==> config.mk <==
export PLATFORM = sky130hd
export DESIGN_NAME = pipe_hazard_ctrl_flat
export DESIGN_NICKNAME = d
export VERILOG_FILES = /design/src/rtl/pipe_hazard_ctrl_if.sv /design/src/rtl/pipe_hazard_ctrl.sv /design/src/flat_wrapper.sv
export SDC_FILE = /design/constraint.sdc
export NUM_CORES = 1
export LEC_CHECK = 0
export ABC_AREA = 1
export BUFFER_PORTS_ARGS = -buffer_cell sky130_fd_sc_hd__buf_2
export CAP_MARGIN = 0
export CORE_MARGIN = 5
export CORE_UTILIZATION = 50
export CTS_BUF_LIST = sky130_fd_sc_hd__clkbuf_8 sky130_fd_sc_hd__clkbuf_16
export DETAILED_ROUTE_END_ITERATION = 12
export GPL_ROUTABILITY_DRIVEN = 1
export PLACE_DENSITY = 0.78
export SLEW_MARGIN = 20
export SYNTH_ARGS = -nofsm -noshare
export SYNTH_HDL_FRONTEND = slang
export SYNTH_SLANG_ARGS = --single-unit
==> constraint.sdc <==
create_clock -name clk -period 2.62 [get_ports clk]
set_clock_uncertainty 0.15 [all_clocks]
set_input_delay 0.131 -clock clk [delete_from_list [all_inputs] [get_ports clk]]
set_output_delay 0.131 -clock clk [all_outputs]
set_load 0.01 [all_outputs]
==> src/rtl/pipe_hazard_ctrl_if.sv <==
// Hazard-control bundle between the pipeline datapath (master) and the
// stall/flush controller (slave).
interface pipe_hazard_ctrl_if;
  logic [4:0]  id_rs;
  logic [4:0]  id_rt;
  logic        id_uses_rs;
  logic        id_uses_rt;
  logic        ex_mem_read;
  logic [4:0]  ex_rd;
  logic        ex_branch_taken;
  logic        ex_md_start;
  logic        ex_md_is_div;
  logic        pc_we;
  logic        ifid_we;
  logic        idex_we;
  logic        exmem_we;
  logic        memwb_we;
  logic        ifid_flush;
  logic        idex_flush;
  logic        exmem_flush;
  logic        md_busy;
  logic        md_done;
  logic [31:0] stall_cnt;

  modport master (
    output id_rs, id_rt, id_uses_rs, id_uses_rt, ex_mem_read, ex_rd,
           ex_branch_taken, ex_md_start, ex_md_is_div,
    input  pc_we, ifid_we, idex_we, exmem_we, memwb_we,
           ifid_flush, idex_flush, exmem_flush, md_busy, md_done, stall_cnt
  );

  modport slave (
    input  id_rs, id_rt, id_uses_rs, id_uses_rt, ex_mem_read, ex_rd,
           ex_branch_taken, ex_md_start, ex_md_is_div,
    output pc_we, ifid_we, idex_we, exmem_we, memwb_we,
           ifid_flush, idex_flush, exmem_flush, md_busy, md_done, stall_cnt
  );
endinterface

==> src/rtl/pipe_hazard_ctrl.sv <==
// Pipeline stall/flush controller: load-use, taken branch and multi-cycle
// multiply/divide occupancy of EX, plus a stalled-cycle counter.
module pipe_hazard_ctrl #(
  parameter int unsigned MUL_CYCLES = 4,
  parameter int unsigned DIV_CYCLES = 32
) (
  input  logic               clk,
  input  logic               Rst,
  pipe_hazard_ctrl_if.slave  hz
);

  localparam int unsigned CW = 6;
  localparam logic [CW-1:0] MUL_LOAD = CW'(MUL_CYCLES - 2);
  localparam logic [CW-1:0] DIV_LOAD = CW'(DIV_CYCLES - 2);

  typedef enum logic {RUN, MD_BUSY} state_t;

  state_t        state, state_nxt;
  logic [CW-1:0] cnt, cnt_nxt;
  logic [31:0]   stall_cnt;
  logic          load_use;
  logic          pc_we, ifid_we, idex_we, exmem_we, memwb_we;
  logic          ifid_flush, idex_flush, exmem_flush;
  logic          md_busy, md_done;

  assign load_use = hz.ex_mem_read && (hz.ex_rd != 5'd0) &&
                    ((hz.id_uses_rs && (hz.id_rs == hz.ex_rd)) ||
                     (hz.id_uses_rt && (hz.id_rt == hz.ex_rd)));

  // Next state and same-cycle stall/flush pattern; reset forces the idle pattern.
  always_comb begin
    pc_we       = 1'b1;
    ifid_we     = 1'b1;
    idex_we     = 1'b1;
    exmem_we    = 1'b1;
    memwb_we    = 1'b1;
    ifid_flush  = 1'b0;
    idex_flush  = 1'b0;
    exmem_flush = 1'b0;
    md_busy     = 1'b0;
    md_done     = 1'b0;
    state_nxt   = state;
    cnt_nxt     = cnt;
    if (!Rst) begin
      case (state)
        RUN: begin
          if (hz.ex_branch_taken) begin
            ifid_flush = 1'b1;
            idex_flush = 1'b1;
          end else if (hz.ex_md_start) begin
            pc_we       = 1'b0;
            ifid_we     = 1'b0;
            idex_we     = 1'b0;
            exmem_flush = 1'b1;
            state_nxt   = MD_BUSY;
            cnt_nxt     = hz.ex_md_is_div ? DIV_LOAD : MUL_LOAD;
          end else if (load_use) begin
            pc_we      = 1'b0;
            ifid_we    = 1'b0;
            idex_flush = 1'b1;
          end
        end
        MD_BUSY: begin
          md_busy = 1'b1;
          if (cnt != '0) begin
            pc_we       = 1'b0;
            ifid_we     = 1'b0;
            idex_we     = 1'b0;
            exmem_flush = 1'b1;
            cnt_nxt     = CW'(cnt - 1'b1);
          end else begin
            md_done   = 1'b1;
            state_nxt = RUN;
          end
        end
        default: state_nxt = RUN;
      endcase
    end
  end

  // State updates on the falling edge, when the pipeline registers capture.
  always_ff @(negedge clk or posedge Rst) begin
    if (Rst) begin
      state     <= RUN;
      cnt       <= '0;
      stall_cnt <= '0;
    end else begin
      state <= state_nxt;
      cnt   <= cnt_nxt;
      if (!pc_we) stall_cnt <= stall_cnt + 32'd1;
    end
  end

  assign hz.pc_we       = pc_we;
  assign hz.ifid_we     = ifid_we;
  assign hz.idex_we     = idex_we;
  assign hz.exmem_we    = exmem_we;
  assign hz.memwb_we    = memwb_we;
  assign hz.ifid_flush  = ifid_flush;
  assign hz.idex_flush  = idex_flush;
  assign hz.exmem_flush = exmem_flush;
  assign hz.md_busy     = md_busy;
  assign hz.md_done     = md_done;
  assign hz.stall_cnt   = stall_cnt;

endmodule
==> src/flat_wrapper.sv <==
// flat-port wrapper written by rule: the top's interface ports become plain ports
module pipe_hazard_ctrl_flat 
#(
  parameter int unsigned MUL_CYCLES = 4,
  parameter int unsigned DIV_CYCLES = 32
)
  (clk, Rst, hz_id_rs, hz_id_rt, hz_id_uses_rs, hz_id_uses_rt, hz_ex_mem_read, hz_ex_rd, hz_ex_branch_taken, hz_ex_md_start, hz_ex_md_is_div, hz_pc_we, hz_ifid_we, hz_idex_we, hz_exmem_we, hz_memwb_we, hz_ifid_flush, hz_idex_flush, hz_exmem_flush, hz_md_busy, hz_md_done, hz_stall_cnt);
  pipe_hazard_ctrl_if hz_i ();
  input  logic clk;
  input  logic Rst;
  input wire logic [$bits(hz_i.id_rs)-1:0] hz_id_rs;
  input wire logic [$bits(hz_i.id_rt)-1:0] hz_id_rt;
  input wire logic [$bits(hz_i.id_uses_rs)-1:0] hz_id_uses_rs;
  input wire logic [$bits(hz_i.id_uses_rt)-1:0] hz_id_uses_rt;
  input wire logic [$bits(hz_i.ex_mem_read)-1:0] hz_ex_mem_read;
  input wire logic [$bits(hz_i.ex_rd)-1:0] hz_ex_rd;
  input wire logic [$bits(hz_i.ex_branch_taken)-1:0] hz_ex_branch_taken;
  input wire logic [$bits(hz_i.ex_md_start)-1:0] hz_ex_md_start;
  input wire logic [$bits(hz_i.ex_md_is_div)-1:0] hz_ex_md_is_div;
  output wire logic [$bits(hz_i.pc_we)-1:0] hz_pc_we;
  output wire logic [$bits(hz_i.ifid_we)-1:0] hz_ifid_we;
  output wire logic [$bits(hz_i.idex_we)-1:0] hz_idex_we;
  output wire logic [$bits(hz_i.exmem_we)-1:0] hz_exmem_we;
  output wire logic [$bits(hz_i.memwb_we)-1:0] hz_memwb_we;
  output wire logic [$bits(hz_i.ifid_flush)-1:0] hz_ifid_flush;
  output wire logic [$bits(hz_i.idex_flush)-1:0] hz_idex_flush;
  output wire logic [$bits(hz_i.exmem_flush)-1:0] hz_exmem_flush;
  output wire logic [$bits(hz_i.md_busy)-1:0] hz_md_busy;
  output wire logic [$bits(hz_i.md_done)-1:0] hz_md_done;
  output wire logic [$bits(hz_i.stall_cnt)-1:0] hz_stall_cnt;
  assign hz_i.id_rs = hz_id_rs;
  assign hz_i.id_rt = hz_id_rt;
  assign hz_i.id_uses_rs = hz_id_uses_rs;
  assign hz_i.id_uses_rt = hz_id_uses_rt;
  assign hz_i.ex_mem_read = hz_ex_mem_read;
  assign hz_i.ex_rd = hz_ex_rd;
  assign hz_i.ex_branch_taken = hz_ex_branch_taken;
  assign hz_i.ex_md_start = hz_ex_md_start;
  assign hz_i.ex_md_is_div = hz_ex_md_is_div;
  assign hz_pc_we = hz_i.pc_we;
  assign hz_ifid_we = hz_i.ifid_we;
  assign hz_idex_we = hz_i.idex_we;
  assign hz_exmem_we = hz_i.exmem_we;
  assign hz_memwb_we = hz_i.memwb_we;
  assign hz_ifid_flush = hz_i.ifid_flush;
  assign hz_idex_flush = hz_i.idex_flush;
  assign hz_exmem_flush = hz_i.exmem_flush;
  assign hz_md_busy = hz_i.md_busy;
  assign hz_md_done = hz_i.md_done;
  assign hz_stall_cnt = hz_i.stall_cnt;
  pipe_hazard_ctrl #(.MUL_CYCLES(MUL_CYCLES), .DIV_CYCLES(DIV_CYCLES)) u_core (.clk(clk), .Rst(Rst), .hz(hz_i));
endmodule
* After elaboration in Yosys (flattened, before gate mapping)
Cells that the tools add are included.
Operators by class: $add $sub $neg 2, multiply operators 0, div/mod/pow operators 0, magnitude comparators 0, eq/ne operators 5, shift operators 0, muxes and demuxes 32, bitwise logic cells 2, reductions and logical operators 8
Operators by type and width (count):
- adder 32 x 1 -> 32 bit, second input constant | 1
- two-way mux 1 bit | 24
- two-way mux 6 bit | 3
- one-hot mux 6 bit (2 select lines) | 1
- == test 5 bit | 2
- inequality test 2 bit, second input constant | 3
- one-hot mux 1 bit (2 select lines) | 3
- nonzero test 6 bit | 1
- subtractor 6 x 1 -> 6 bit, second input constant | 1
- two-way mux 5 bit | 1
- nonzero test 5 bit | 1
- logical AND 1 bit | 4
- AND reduction 4 bit | 1
- inverter 1 bit | 2
- logical OR 1 bit | 1
Storage, ports and cells: register bits 39, latch bits 0, memory bits (writable) 0, memory bits (read-only) 0, input port bits 23, output and inout port bits 42, logic and storage cells 52, memories kept 0

* Logic depth before layout (Yosys ltp)
depth in word-level cells 9, depth in mapped cells 12, depth with buffers taken out 11

==> results.sh <==
export IMPL_grt_usage=0.2195
export IMPL_totalWireLength_mm=7.754
export IMPL_vias=3136
export IMPL_tritoncts="yes"
export IMPL_hold_end="u_core.hz.stall_cnt[31]$_DFFE_NP0N_"
export IMPL_synth_cells=457
export IMPL_synth_cell_type_count=24
export IMPL_min_path_type="flip-flop to flip-flop"
export IMPL_yosysWarnings=0
export IMPL_clkLatencyLatePin_ns=0.30
export IMPL_die_width_microns=86.21
export IMPL_p_leak_nw=1.985
export IMPL_dp_hpwl_mm=5.746
export IMPL_critPathLaunchType="flip-flop"
export IMPL_ir_drop_uv=577.0
export IMPL_grt_busiest_layer="met2"
export IMPL_power_frac_seq=0.383
export IMPL_area_growth_pct=26.93
export IMPL_synth_top_cell_area_share=0.3361
export IMPL_cap_viol_max_count=0
export IMPL_cp_arrival_ns=2.81
export IMPL_switching_share=0.3729
export IMPL_relSlewSlack=0.6457
export IMPL_drc_errors=0
export IMPL_num_fill_cells=491
export IMPL_die_y_microns=86.21
export IMPL_grtUsageMet1=0.2791
export IMPL_critPathLaunch="u_core.cnt[1]$_DFFE_NP0P_"
export IMPL_core_area_sq_um=5574
export IMPL_critPathCaptureType="primary output"
export IMPL_finalHoldViolations=0
export IMPL_first_global_vias=3084
export IMPL_max_slew_worst_pin_slew_ns=0.5314
export IMPL_failed_checks="negative setup slack"
export IMPL_portBuffers=62
export IMPL_root_buffer="clkbuf_8"
export IMPL_firstDrtPassIters=4
export IMPL_final_cells=622
export IMPL_synth_edf_count=0
export IMPL_rr_worst_depth=10
export IMPL_wl_per_cell_microns=12.47
export IMPL_drive_above_1_share=0.2582
export IMPL_status="complete, but fails checks"
export IMPL_htreeDepth=2
export IMPL_layout_setup_ws_ns=-0.4722
export IMPL_drtIter0Drc=213
export IMPL_netlist_area_sq_um=2904
export IMPL_crit_fanout=3
export IMPL_setup_violations_final=8
export IMPL_whs_ns=0.3282
export IMPL_grt_max_degree=42
export IMPL_clock_sinks=39
export IMPL_netlist_top_cells_area="dfrtn_1, nand2_1, nor2_1"
export IMPL_clock_path_buffers=2
export IMPL_r2r_slack_ns=0.60
export IMPL_pwr_share_clk=0.194
export IMPL_comb_power_share=0.423
export IMPL_avgSynthCellArea_sq_um=6.355
export IMPL_drtAntennaViolNets=0
export IMPL_synthArstFlopShare=1.000
export IMPL_crit_type="flip-flop to primary output"
export IMPL_grt_first_pass_wirelength_mm=13.39
export IMPL_io_pins=65
export IMPL_grt_antenna_before_repair=0
export IMPL_globalRouteMet2Util=0.3679
export IMPL_cp_required_ns=2.34
export IMPL_hp_start="u_core.hz.stall_cnt[31]$_DFFE_NP0N_"
export IMPL_diodes=0
export IMPL_r2r_start="u_core.hz.stall_cnt[0]$_DFFE_NP0N_"
export IMPL_ys_ff_latch=39
export IMPL_drv_slew=0
export IMPL_rr_endpoint="u_core.hz.stall_cnt[28]$_DFFE_NP0N_"
export IMPL_nNetsFinal=575
export IMPL_synth_top_cell_by_area="dfrtn_1"
export IMPL_pre_cts_ws_ns=-0.2484
export IMPL_numCtsBuffers=5
export IMPL_initial_core_util=0.5210
export IMPL_power_density_nw_per_um2=544.9
export IMPL_p_int_mw=1.260
export IMPL_drt_vias_per_instance=5.042
export IMPL_rows=27
export IMPL_path_clk_slew_ns=0.05
export IMPL_min_path_cells=2
export IMPL_tns_ns=-2.889
export IMPL_rsz0062_at_grt="yes"
export IMPL_dieArea_sq_um=7432
export IMPL_grt_overflow=0
export IMPL_place_congestion=0.9734
export IMPL_power_switching_uw=749.1
export IMPL_ys_seq_area_frac=0.3361
export IMPL_synthFlopType="dfrtn_1"
export IMPL_place_detailed_instances=599
export IMPL_met3_usage=0.03992
==> routing by layer <==
metal	up-vias	part of all wire
met5	-	0
met4	0	0.021
met1	1436	0.45
met3	17	0.049
met2	81	0.48
li1	1602	-
==> how the worst max path moves through the flow <==
stage                                           to  slack, ns  cells past startpoint
2_1_floorplan  u_core.hz.stall_cnt[12]$_DFFE_NP0N_      -0.35                      6
3_3_place_gp                            hz_idex_we      -0.23                      7
3_5_place_dp                            hz_idex_we      -0.25                      7
4_1_cts                                 hz_idex_we      -0.49                      7
5_1_grt                                 hz_idex_we      -0.57                      7
6_report                                hz_idex_we      -0.47                      7
==> power groups by stage <==
stage / registers [mW] / clock network [mW] / logic [mW]
floorplan: 0.781 / 0 / 0.435
global placement: 0.773 / 0 / 0.653
detailed placement: 0.775 / 0 / 0.677
CTS: 0.765 / 0.397 / 0.784
global route: 0.780 / 0.422 / 0.943
finish: 0.770 / 0.389 / 0.850
==> per-stage QoR <==
step	area (sq um)	util	power [mW]
finish	3686	0.6613	2.009
global route	3686	0.6613	2.145
CTS	3626	0.6505	1.946
detailed placement	3408	0.6114	1.452
global placement	3408	0.6114	1.426
floorplan	2982	-	1.216
==> worst max-delay path, cell delays in order (launching register included) <==
cell     delay [ns]
dfrtn_1        0.44
inv_2          0.06
ha_4           0.15
nand4_1        0.13
nand3_4        0.12
nor2_4         0.14
inv_2          0.05
buf_6          0.11
==> final cells by class <==
class	instances	area, sq um	area share
clock inverter	3	12.51	0.003394
inverter	35	142.6	0.03870
timing repair buffer	97	610.6	0.1656
clock buffer	5	68.82	0.01867
multi-input combinational	371	1785	0.4844
sequential	39	975.9	0.2648
tap	72	90.09	0.02444
==> kinds of logic (layout without fill, tap and decap cells) <==
family                   count (synthesis)  in the layout  share of synthesized area
AND/OR/NAND/NOR                        337            337                     0.4963
buffers and inverters                   48            140                    0.08013
flip-flops                              39             39                     0.3361
XOR/XNOR                                16             16                    0.04825
AO/OA/AOI/OAI                           13             13                    0.02499
adder cells (fa/ha/maj)                  3              3                    0.01293
other                                    1              2                   0.001291
==> flip-flops by register name, summed over array words and instances (netlist names) <==
signal and flops:
u_core.hz.stall_cnt 32, u_core.cnt 6, u_core.state 1
==> synth_stat cells, types with 5 or more instances <==
cell,number
xor2_1,12
o21ai_0,9
dfrtn_1,39
nand2_1,206
buf_4,7
nor2_1,63
nand3_1,37
nor2_4,5
inv_1,31
nand3b_1,14
==> timing repair <==
action                     in CTS  in global routing
setup buffers                  12                  6
setup endpoints to repair       8                 45
hold buffers                    0                  0
gates resized for setup        17                 12
pin swaps                       5                  4
==> cells in the final DEF (no fill, tap or decap), drive strengths merged <==
cell type	netlist	final
a21oi	1	1
a22oi	1	1
a31o	1	1
buf	13	97
clkbuf	0	5
clkinv	0	2
clkinvlp	0	1
conb	1	2
dfrtn	39	39
ha	3	3
inv	35	35
nand2	210	210
nand3	37	37
nand3b	14	14
nand4	4	4
nor2	72	72
o21ai	9	9
o22ai	1	1
xnor2	4	4
xor2	12	12
No activity file was read; power rests on OpenSTA's default activity.
